==> config.mk <==
export PLATFORM = sky130hd
export DESIGN_NAME = serial_word_tx
export DESIGN_NICKNAME = d
export VERILOG_FILES = /design/src/rtl/ser_pkg.sv /design/src/rtl/serial_word_tx.sv
export SDC_FILE = /design/constraint.sdc
export NUM_CORES = 1
export LEC_CHECK = 0
export CAP_MARGIN = 5
export CORE_AREA = 2 2 39 41
export CTS_CLUSTER_SIZE = 16
export DETAILED_ROUTE_END_ITERATION = 10
export DIE_AREA = 0 0 41 43
export GPL_TIMING_DRIVEN = 0
export SYNTH_ARGS = -nofsm -noshare
export SYNTH_HDL_FRONTEND = slang
export SYNTH_SLANG_ARGS = --single-unit
==> constraint.sdc <==
create_clock -name CLK -period 0.95 [get_ports CLK]
set_input_delay 0.19 -clock CLK [delete_from_list [all_inputs] [get_ports CLK]]
set_output_delay 0.19 -clock CLK [all_outputs]
set_load 0.005 [all_outputs]
==> src/rtl/ser_pkg.sv <==
// Shared definitions for the serial word transmitter: FSM encodings and limits.
package ser_pkg;

  typedef enum logic [1:0] {
    ST_IDLE  = 2'b00,
    ST_SHIFT = 2'b01,
    ST_PAR   = 2'b10
  } state_t;

  localparam int WIDTH_MAX = 16;

endpackage

==> src/rtl/serial_word_tx.sv <==
// Parallel-to-serial source, MSB first, feeding a downstream serial-in shift register.
// Define SERIAL_WORD_TX_PARITY_EN to append an even-parity bit to every word.
//
// state    | meaning
// ---------+----------------------------------------------
// ST_IDLE  | no transmission in progress, D/D_VALID low
// ST_SHIFT | data bits on D, counter = index of bit shown
// ST_PAR   | parity bit on D (parity build only)
module serial_word_tx
  import ser_pkg::*;
#(
  parameter int WIDTH = 4
) (
  input  logic             CLK,
  input  logic             RST,
  input  logic [WIDTH-1:0] DIN,
  input  logic             LOAD_VALID,
  output logic             LOAD_READY,
  output logic             D,
  output logic             D_VALID,
  output logic             LAST
);

  localparam int CW = (WIDTH > 1) ? $clog2(WIDTH) : 1;

  state_t           state_q, state_d;
  logic [CW-1:0]    cnt_q, cnt_d;
  logic [WIDTH-1:0] sh_q, sh_d;
  logic             d_q, d_d;
  logic             dv_q, dv_d;
  logic             last_q, last_d;
  logic             at_last;
  logic             accept;
`ifdef SERIAL_WORD_TX_PARITY_EN
  logic             par_q, par_d;
`endif

  assign at_last = (state_q == ST_SHIFT) && (cnt_q == CW'(WIDTH - 1));

`ifdef SERIAL_WORD_TX_PARITY_EN
  assign LOAD_READY = (state_q == ST_IDLE) || (state_q == ST_PAR);
`else
  assign LOAD_READY = (state_q == ST_IDLE) || at_last;
`endif

  assign accept  = LOAD_VALID && LOAD_READY;
  assign D       = d_q;
  assign D_VALID = dv_q;
  assign LAST    = last_q;

  always_ff @(posedge CLK) begin
    if (RST) begin
      state_q <= ST_IDLE;
      cnt_q   <= '0;
      sh_q    <= '0;
      d_q     <= 1'b0;
      dv_q    <= 1'b0;
      last_q  <= 1'b0;
`ifdef SERIAL_WORD_TX_PARITY_EN
      par_q   <= 1'b0;
`endif
    end else begin
      state_q <= state_d;
      cnt_q   <= cnt_d;
      sh_q    <= sh_d;
      d_q     <= d_d;
      dv_q    <= dv_d;
      last_q  <= last_d;
`ifdef SERIAL_WORD_TX_PARITY_EN
      par_q   <= par_d;
`endif
    end
  end

  always_comb begin
    state_d = state_q;
    cnt_d   = cnt_q;
    sh_d    = sh_q;
    d_d     = 1'b0;
    dv_d    = 1'b0;
    last_d  = 1'b0;
`ifdef SERIAL_WORD_TX_PARITY_EN
    par_d   = par_q;
`endif
    if (accept) begin
      // First bit goes straight to D; the shifter keeps only what is left.
      state_d = ST_SHIFT;
      cnt_d   = '0;
      sh_d    = {DIN[WIDTH-2:0], 1'b0};
      d_d     = DIN[WIDTH-1];
      dv_d    = 1'b1;
`ifdef SERIAL_WORD_TX_PARITY_EN
      par_d   = ^DIN;
`endif
    end else begin
      case (state_q)
        ST_SHIFT: begin
          if (at_last) begin
`ifdef SERIAL_WORD_TX_PARITY_EN
            state_d = ST_PAR;
            d_d     = par_q;
            dv_d    = 1'b1;
            last_d  = 1'b1;
`else
            state_d = ST_IDLE;
`endif
          end else begin
            cnt_d = cnt_q + 1'b1;
            d_d   = sh_q[WIDTH-1];
            sh_d  = {sh_q[WIDTH-2:0], 1'b0};
            dv_d  = 1'b1;
`ifndef SERIAL_WORD_TX_PARITY_EN
            last_d = (cnt_d == CW'(WIDTH - 1));
`endif
          end
        end
        ST_PAR:  state_d = ST_IDLE;
        default: state_d = ST_IDLE;
      endcase
    end
  end

endmodule

==> impl_results.md <==
- Antenna Cells: 0
- Area of the multi-input gates: 238 µm²
- Dpl hpwl: 448 µm
- DRC: 0
- Fmax: 801 MHz
- Commonest non-fill, non-tap cell in the layout: dfxtp_1
- Power Density: 1450 nW/µm²
- Routability cong.: 0.676
- Fillers: 149
- Synth Net Count: 46
- Worst slew pin tran: 0.174 ns
- Clk Latency, worst-skew pair: 0.26 ns
- Status: finished with violations
- Failing checks: setup timing
- RR Startpoint: cnt_q[1]
- R2R cell count: 6
- Synthesized area per cell: 10.1 µm²
- Final setup margin: -0.299 ns
- Initial DRC count: 5
- Post-Route Skew: 0.00766 ns
- Clock slew at reported path FFs: 0.07 ns
- Final slew viol count: 0
- Rows: 14
- Worst r2r dst: sh_q[3]
- Hold crit path type: in -> reg
- Vias in the first global route: 258
- Warnings from Yosys: 0
- Share of cells above drive strength 1: 0.528
- Fin Hold WS: 0.170 ns
- Initial Utilization: 0.269
- Worst Path Arrival: 1.06 ns
- CP peak stage delay: 0.35 ns
- Final period utilization: 1.31
- TritonCTS clock tree: built
- # port buffers: 8
- CP cell instances: ha_4 -> nor2b_4 -> inv_4 -> buf_6
- Worst IR Drop VDD: 0.435 mV
- Hold Vio Cnt, Final: 0
- Avg WL per Cell: 11.4 µm
- # clock sinks: 9
- Area delta synth->final: 61.4%
- Chip Width: 41 µm
- Total gr overflow: 0
- Num ports: 11
- Post-CTS Hold Buffers: 0
- Critical Path RT: 0.76 ns
- Total Nets Final: 63
- DRT antenna net count: 0
- Sequential Area: 185 µm²
- Crit-path max FO: 2
- Max Cap Violations: 0
- Cell Area, Synth: 373 µm²
- Detailed Route WL: 786 µm
- TritonCTS Buffers: 3
- DP Cell Count: 61
- Die area: 1760 µm²
- Non-filler cells, final: 69
- Worst Hold End: D
- CP Capture Type: output pin
- GRT Total Usage: 0.105
- Hold_sp: RST
- Yosys cell types: 19
- Slowest stage cell, crit path: dfxtp_4
- Period minus WS final: 1.25 ns
- Drt pass-1 iters: 4
- Seq/Total Area, Yosys: 0.483
- First-pass GRT wire length: 1100 µm
- Root buffer cell: clkbuf_4
- CP startpoint kind: register
- Die Ht: 43 µm
- Final setup vio count: 10
- Total vias in the final route: 311
- Worst slew margin: 0.881
- CTS H-tree lvls: 1
- Leakage power: 0.248 nW
- Flop and latch count out of synthesis: 9
- Cells after Synth: 37
- Core area: 1380 µm²
- Clock Path Buffers: 2
- Reg2Reg Setup Slack: -0.27 ns
- Worst Hold Path Cells: 2
- Vias/cell: 4.51
- Commonest non-fill, non-tap cells in the layout: 7 x dfxtp_1, 4 x buf_4, 4 x clkdlybuf4s50_1
- Kind of critical path: reg -> out
- Initial antenna violation count: 0
- RSZ-0062 raised after global routing: yes
- Largest net degree at the start of global routing: 10
worst max path at each step:
stage | from | to | slack [ns] | cells past startpoint
3_3_place_gp | cnt_q[1] | LOAD_READY | -0.48 | 4
6_report | cnt_q[1] | LOAD_READY | -0.30 | 4
3_5_place_dp | cnt_q[1] | LOAD_READY | -0.49 | 4
4_1_cts | cnt_q[1] | LOAD_READY | -0.30 | 4
2_1_floorplan | cnt_q[0] | cnt_q[0] | -0.06 | 4
5_1_grt | cnt_q[1] | LOAD_READY | -0.34 | 4
final cells by class:
class / count / area share
Buffer: 2 / 0.0312
Clock buffer: 4 / 0.0437
Inverter: 2 / 0.0166
Multi-Input combinational cell: 24 / 0.395
Sequential cell: 9 / 0.308
Tap cell: 16 / 0.0333
Timing Repair Buffer: 12 / 0.173
cell usage after synthesis (all sizes together):
cell type	count	area (µm²)
a211oi	2	15.0
a21oi	3	18.8
buf	2	18.8
dfxtp	9	180
ha	2	25.0
inv	2	7.50
mux2i	3	30.0
nand2	2	7.51
nand2b	1	6.26
nand3	1	5.00
nand3b	1	7.51
nor2	5	18.8
nor2b	1	13.8
nor3	1	5.00
nor3b	1	7.51
or3	1	6.26
per-layer routing:
| metal | track usage | up-vias | part of all wire |
|---|---|---|---|
| met5 | 0 | - | 0 |
| met4 | 0.120 | 0 | 0.024 |
| met3 | 0.0471 | 2 | 0.055 |
| met2 | 0.122 | 7 | 0.51 |
| met1 | 0.123 | 147 | 0.41 |
| li1 | - | 155 | - |
per-stage QoR:
step | setup TNS, ns | util | cell area [µm²] | worst slack (ns) | total power [mW]
global route | -2.31 | 0.435 | 602 | -0.340 | 0.930
detailed placement | -1.24 | 0.355 | 492 | -0.488 | 0.533
floorplan | -0.189 | - | 392 | -0.0606 | 0.486
finish | -1.93 | 0.435 | 602 | -0.299 | 0.873
CTS | -1.38 | 0.407 | 563 | -0.300 | 0.847
global placement | -1.13 | 0.355 | 492 | -0.482 | 0.531
logic make-up after synthesis:
family | after synthesis | synth area share
adders and majority gates | 2 | 0.0671
muxes | 3 | 0.0805
buffers and inverters | 4 | 0.0705
and+or+nand+nor | 14 | 0.208
AOI/OAI and AO/OA | 5 | 0.0906
DFF | 9 | 0.483
sequential cells by signal, indices dropped and copies added, names as in the netlist:
register  cells
cnt_q         2
sh_q          3
LAST          1
D             1
D_VALID       1
state_q       1
power by group:
part / internal, mW / switching (mW)
registers: 0.399 / 0.0142
logic: 0.0896 / 0.0707
clock network: 0.162 / 0.138
total: 0.650 / 0.222
critical path, delay by kind of cell, from the launching register on:
family	cells	cell delay [ns]
flip-flops	1	0.35
adder cells (fa/ha/maj)	1	0.16
AND/OR/NAND/NOR	1	0.14
buffers and inverters	2	0.14
timing repair:
| action | in CTS | in global routing |
|---|---|---|
| resized for setup | 21 | 10 |
| buffers inserted | 3 | 1 |
| pin swaps | 1 | 4 |
| cloned | 0 | 0 |
| setup endpoints to repair | 10 | 12 |
No activity file was read; power rests on OpenSTA's default activity.
